--- src/rtl/decoder_pkg.sv ---
// rtl/decoder_pkg.sv - state type and one-hot helper shared by the decoder_scan slice
package decoder_pkg;

  typedef enum logic [1:0] {
    IDLE   = 2'd0,
    DECODE = 2'd1,
    SCAN   = 2'd2
  } state_t;

  localparam int MAX_N = 6;

  // Callers slice the low 2**N bits for their own select width N.
  function automatic logic [2**MAX_N-1:0] onehot(input logic [MAX_N-1:0] sel);
    onehot      = '0;
    onehot[sel] = 1'b1;
  endfunction

endpackage

--- src/rtl/decoder_tick_gen.sv ---
// rtl/decoder_tick_gen.sv - prescaler producing one scan step strobe every SCAN_DIV cycles
module decoder_tick_gen #(
  parameter int SCAN_DIV = 4
) (
  input  logic clk,
  input  logic rst,
  input  logic clr,
  output logic tick
);

  localparam int W = $clog2(SCAN_DIV) + 1;
  localparam logic [W-1:0] LAST = W'(SCAN_DIV - 1);

  logic [W-1:0] cnt_q, cnt_d;

  assign tick = (cnt_q == LAST);

  always_comb begin
    cnt_d = cnt_q + W'(1);
    if (clr || tick) cnt_d = '0;
  end

  always_ff @(posedge clk or posedge rst) begin
    if (rst) cnt_q <= '0;
    else     cnt_q <= cnt_d;
  end

endmodule

--- src/rtl/decoder_scan.sv ---
// rtl/decoder_scan.sv - registered N-to-2**N decoder with an auto-scan mode
module decoder_scan
  import decoder_pkg::*;
#(
  parameter int N          = 2,
  parameter int ACTIVE_LOW = 1,
  parameter int SCAN_DIV   = 4
) (
  input  logic            clk,
  input  logic            rst,
  input  logic            en,
  input  logic            mode,
  input  logic [N-1:0]    sel,
  output logic [2**N-1:0] D,
  output logic [N-1:0]    idx,
  output logic            wrap
);

  localparam int W = 2**N;

  state_t         state_q, state_d;
  logic [W-1:0]   onehot_q, onehot_d;
  logic [N-1:0]   idx_q, idx_d;
  logic           wrap_q, wrap_d;
  logic           scanning;
  logic           tick;

  // Prescaler only runs while staying in SCAN, so every entry starts from zero.
  assign scanning = (state_q == SCAN) && (state_d == SCAN);

  decoder_tick_gen #(.SCAN_DIV(SCAN_DIV)) u_tick (
    .clk  (clk),
    .rst  (rst),
    .clr  (!scanning),
    .tick (tick)
  );

  always_comb begin
    state_d = IDLE;
    if (en) state_d = mode ? SCAN : DECODE;
  end

  always_comb begin
    onehot_d = '0;
    idx_d    = idx_q;
    wrap_d   = 1'b0;
    case (state_d)
      DECODE: idx_d = sel;
      SCAN: begin
        idx_d = '0;
        if (scanning) begin
          idx_d  = tick ? idx_q + N'(1) : idx_q;
          wrap_d = tick && (idx_q == '1);
        end
      end
      default: ;
    endcase
    if (state_d != IDLE) onehot_d = W'(onehot(MAX_N'(idx_d)));
  end

  always_ff @(posedge clk or posedge rst) begin
    if (rst) begin
      state_q  <= IDLE;
      onehot_q <= '0;
      idx_q    <= '0;
      wrap_q   <= 1'b0;
    end else begin
      state_q  <= state_d;
      onehot_q <= onehot_d;
      idx_q    <= idx_d;
      wrap_q   <= wrap_d;
    end
  end

  assign D    = (ACTIVE_LOW != 0) ? ~onehot_q : onehot_q;
  assign idx  = idx_q;
  assign wrap = wrap_q;

endmodule

--- config.mk ---
export PLATFORM = sky130hd
export DESIGN_NAME = decoder_scan
export DESIGN_NICKNAME = d
export VERILOG_FILES = /design/src/rtl/decoder_pkg.sv /design/src/rtl/decoder_tick_gen.sv /design/src/rtl/decoder_scan.sv
export SDC_FILE = /design/constraint.sdc
export NUM_CORES = 1
export LEC_CHECK = 0
export ABC_AREA = 1
export CAP_MARGIN = 10
export CORE_AREA = 2 2 39 41
export CTS_CLUSTER_SIZE = 16
export DETAILED_ROUTE_END_ITERATION = 8
export DIE_AREA = 0 0 41 43
export PLACE_DENSITY = 0.7
export SLEW_MARGIN = 20
export SYNTH_ARGS = -nofsm -noshare
export SYNTH_HDL_FRONTEND = slang
export SYNTH_SLANG_ARGS = --single-unit
--- constraint.sdc ---
create_clock -name clk -period 1.4 [get_ports clk]
set_input_delay 0.42 -clock clk [delete_from_list [all_inputs] [get_ports clk]]
set_output_delay 0.42 -clock clk [all_outputs]
set_load 0.01 [all_outputs]
# Word-level counts from Yosys, hierarchy flattened
# Index checks and enable logic that the tools add are counted.
# Widths: inputs -> output; s select.
# totals
in_bits,6
out_inout_bits,7
wordCells,32
register_bits,12
# op_classes
n_mux,11
eq_ne,5
magnitude_cmp,2
n_reduce_logical,6
n_bitwise,1
n_addsub,2
# op_table
operator,n
$mux 2,4
$lt 2x7->1 const B,1
$eq 2x2->1 const B,3
$mux 4,1
$not 4->4,1
$pmux 2 s2,1
$add 3x1->3 const B,1
$eq 3x2->1 const B,1
$logic_and 1x1->1,3
$mux 1,3
$mux 3,1
$add 2x1->2 const B,1
$demux 1 s2,1
$eq 2x1->1 const B,1
$ge 2x1->1 const B,1
$reduce_bool 2->1,1
$logic_not 1->1,1
$logic_or 1x1->1,1

# Longest topological paths before layout
# Gate-level depths: netlist of the first run.
# logic_depth
ltp_word,11
ltp_mapped,9
mapped_depth_nobuf,9

# Hierarchy
# From an unflattened synthesis of the first run, not the netlist that was laid out.
# hier_totals
hier_cells,73
area_unflattened_um2,589.3
# by_module_without_submodules
module,seq_area_each_um2,cells_per_inst,area_per_inst_um2,n_inst
decoder_scan,225.2,59,452.9,1
decoder_tick_gen,75.1,14,136.4,1

# Least setup slack after synthesis of the first run
# No wires, ideal clock.
# synth_timing
kind,reg-to-reg
startpoint,register u_tick.cnt_q[0]
endpoint,register onehot_q[0]
stages_incl_launch_ff,9
arrival_ps,1142
period_less_slack_ps,1259
setup_slack_ps,141
path_cell_list,dfrtp_1 ha_1 ha_1 nand2_1 inv_1 nor2_1 nand2_1 nand2_1 nor2_1
# synth_via
elab_chain_cells,9
# synth_lines
element,line_no,rtl
"start, declared",decoder_tick_gen.sv:14,"logic [W-1:0] cnt_q, cnt_d;"
"start signal, assigned",decoder_tick_gen.sv:25,else cnt_q <= cnt_d;
$eq 3x2->1 *,decoder_tick_gen.sv:16,assign tick = (cnt_q == LAST);
$mux 2 *,decoder_scan.sv:52,idx_d = tick ? idx_q + N'(1) : idx_q;
$mux 2 *,decoder_scan.sv:51,if (scanning) begin
$pmux 2 s2 *,decoder_scan.sv:47,case (state_d)
$lt 2x7->1 (not written as such) / $ge 2x1->1 (equally long branches),decoder_pkg.sv:15,onehot[sel] = 1'b1;
$logic_and 1x1->1 (not written as such),decoder_pkg.sv:15,
$mux 1 (not written as such),decoder_pkg.sv:15,
$demux 1 s2 *,decoder_pkg.sv:15,
$mux 4 *,decoder_scan.sv:58,if (state_d != IDLE) onehot_d = W'(onehot(MAX_N'(idx_d)));
net onehot_d[0],decoder_scan.sv:22,"logic [W-1:0] onehot_q, onehot_d;"
"end signal, assigned",decoder_scan.sv:69,onehot_q <= onehot_d;
"end, declared",decoder_scan.sv:22,
# Mark *: on every way through the listed nets, which the timed path passes. The rest lies on a longest branch.

# Final worst setup path of the first run
# layout_timing
startpoint,register idx_q[1] (netlist: idx[1])
endpoint,output idx[1]
# layout_lines
element,line_no,rtl
"start, declared",decoder_scan.sv:23,"logic [N-1:0] idx_q, idx_d;"
"start signal, assigned",decoder_scan.sv:70,idx_q <= idx_d;
"end, declared",decoder_scan.sv:15,"output logic [N-1:0] idx,"
# No word-level cell between the ends.

==> results of run 1 <==
## cell type report
class                      count  area (sq um)  area share, %
tap                           16         20.02          2.469
multi-input combinational     44         225.2          27.78
inverter                      21         78.83          9.722
sequential                    12         300.3          37.04
clock buffer                   3         22.52          2.778
timing repair buffer          19         163.9          20.22
## power groups by stage
stage	sequential (mW)	clock, mW	combinational (mW)
2_1_floorplan	0.377	0	0.0479
3_3_place_gp	0.373	0	0.111
3_5_place_dp	0.373	0	0.113
4_1_cts	0.366	0.209	0.106
5_1_grt	0.367	0.247	0.125
6_report	0.365	0.200	0.109
## per-stage QoR
stage | hold slack (ns) | std cells | setup TNS (ns) | area [sq um]
after CTS | 0.4360 | 114 | 0 | 790.8
final | 0.4327 | 115 | 0 | 810.8
after global routing | 0.4563 | 115 | -0.02432 | 810.8
after floorplan | 0.2847 | 77 | 0 | 589.3
after detailed placement | 0.4311 | 111 | -0.6915 | 774.5
after global placement | 0.4272 | 111 | -0.5937 | 774.5
## layer usage
metal	GRT usage, %	up-vias	wire (microns)
met5	0	-	0
met4	10.00	0	35
met3	3.141	5	33
met2	18.75	14	484
met1	17.00	196	431
li1	-	262	-
## what timing repair did
action,in CTS,in global routing
buffers inserted,0,1
resized for setup,8,2
pin swaps,0,1
setup endpoints to repair,8,6
## cells by family after synthesis
family | after synthesis | share of synthesized area, %
adders and majority gates | 3 | 6.370
buffers and inverters | 21 | 13.38
and+or+nand+nor | 41 | 29.30
DFF | 12 | 50.96
## state kept, by name (all words and copies together) (netlist names)
signal        flops
onehot_q          4
u_tick.cnt_q      3
idx               2
state_q           2
wrap              1
## worst max-delay path by stage
stage	cells past startpoint	slack, ns	end	startpoint
6_report	1	0.06	idx[1]	idx[1]
5_1_grt	8	-0.02	idx[0]	u_tick.cnt_q[0]
4_1_cts	1	0.01	idx[0]	idx[0]
3_5_place_dp	8	-0.16	idx[0]	mode
3_3_place_gp	8	-0.16	idx[0]	mode
2_1_floorplan	8	0.14	onehot_q[0]	u_tick.cnt_q[0]
## synthesized netlist by cell type
master | count | area [sq um]
dfrtp_1 | 12 | 300.3
ha_1 | 3 | 37.54
nand3_1 | 1 | 5.000
nand2_1 | 23 | 86.33
nor2_1 | 12 | 45.04
inv_1 | 19 | 71.32
nor2_2 | 1 | 6.260
nor2_4 | 1 | 11.26
inv_2 | 2 | 7.510
nand2_2 | 3 | 18.77
==> results.yml, run 1 <==
finish:
  fillers: 131
  fin_nets: 110
  final_common_cell: "nand2_1"
  antenna_cells: 0
  area_growth_pct: 37.58
  finish.utilization_pct: 58.59
  drive_above_1_share_pct: 19.19
  mostFrequentLayoutCells: "23 x nand2_1, 19 x inv_1, 12 x nor2_1, 12 x dfrtp_1"
floorplan:
  die_w_microns: 41
  core-area_sq_um: 1384
  ioPinCount: 13
  initial_utilization_pct: 42.59
  die_area_sq_um: 1763
  die_h_microns: 43
  rows: 14
timing:
  rsz0062_at_grt: "yes"
  fmax_ghz: 0.7455
  setup_viol_count_final: 0
  skew_ns: 0.002561
  post-route-period-util_pct: 95.81
  worst_slack_ns: 0.05868
  worst_pin_slew_ns: 0.1582
  min_period_ns: 1.341
  slew_headroom_pct: 89.45
  maxSlewViolCount: 0
  hold_violations: 0
global_route:
  grtUsageTotal_pct: 13.40
  grt_pass1_wl_microns: 1545
  grt.overflow.total: 0
  grt_start_max_net_pins: 13
  grt_pass1_vias: 381
  antenna_found_initial: 0
power_and_ir_drop:
  fin_total_pwr_mw: 0.6747
  switching_share_pct: 23.91
  powerDensity_nw_per_um2: 832.2
  peakVddDrop_mv: 0.3084
  intPower_mw: 0.5134
  power_leakage_nw: 0.4699
  seq_power_share_pct: 54.1
  p_clk_share_pct: 29.7
  switching_power_mw: 0.1613
  power_frac_comb_pct: 16.2
route:
  postRouteAntennaNets: 0
  drt_iter0_drc: 3
  drcViolationCount: 0
  postRouteWirelength_microns: 985
  drtPass1Iterations: 4
  routed_via_density: 4.148
  vias: 477
  wire_per_inst_microns: 8.565
setup_path:
  critPathMaxStageDelay_ns: 0.38
  critical_path_buf_inv_count: 1
  cp.required_ns: 0.98
  r2r-end: "idx[0]"
  crit_fanout: 2
  worst_r2r_startpoint: "u_tick.cnt_q[0]"
  path_cells: "dlygate4sd2_1"
  path_class: "register to primary output"
  cp_slowest_cell: "dfrtp_1"
  cp-start-kind: "register"
  critPathTopFamily: "flip-flops"
  crit_path_end_kind: "primary output"
  reg2reg_setup_slack_ns: 0.09
  reg2reg_depth: 8
  crit_arrival_ns: 0.92
clock_network:
  cts_hold_buf: 0
  cts.reportedPaths.clkPinSlew_ns: 0.07
  cts_max_level: 1
  clockRootBuffer: "clkbuf_4"
  clock_path_buffers: 2
  clock_latency_ns: 0.27
  cts.sink_count: 12
  cts_buffers: 3
  cts_tree: "built"
logic_synthesis:
  syn_inst: 77
  synth_area_per_cell_sq_um: 7.653
  syn-num-nets: 86
  seq_area_frac_synth_pct: 50.96
  ys_warn_count: 0
  synth.lib_cells_used.distinct: 10
  synth_area_sq_um: 589.3
  ys_ff_latch: 12
place:
  gp_congestion: 0.7900
  hpwlAfterDp_microns: 752.7
  port_buffers: 12
  place_ws_ns: -0.1571
run:
  maxCapViolations: 0
min_path:
  hold_class: "input port to async pin"
status:
  status: "complete, no violations"
Note: power is estimated with default switching activity, not from simulation.
==> inputs of run 2 (changes only) <==
Settings changed: SLEW_MARGIN 20 to 25.
==> results of run 2 <==
Final layout, timing and power as in run 1 (identical DEF).
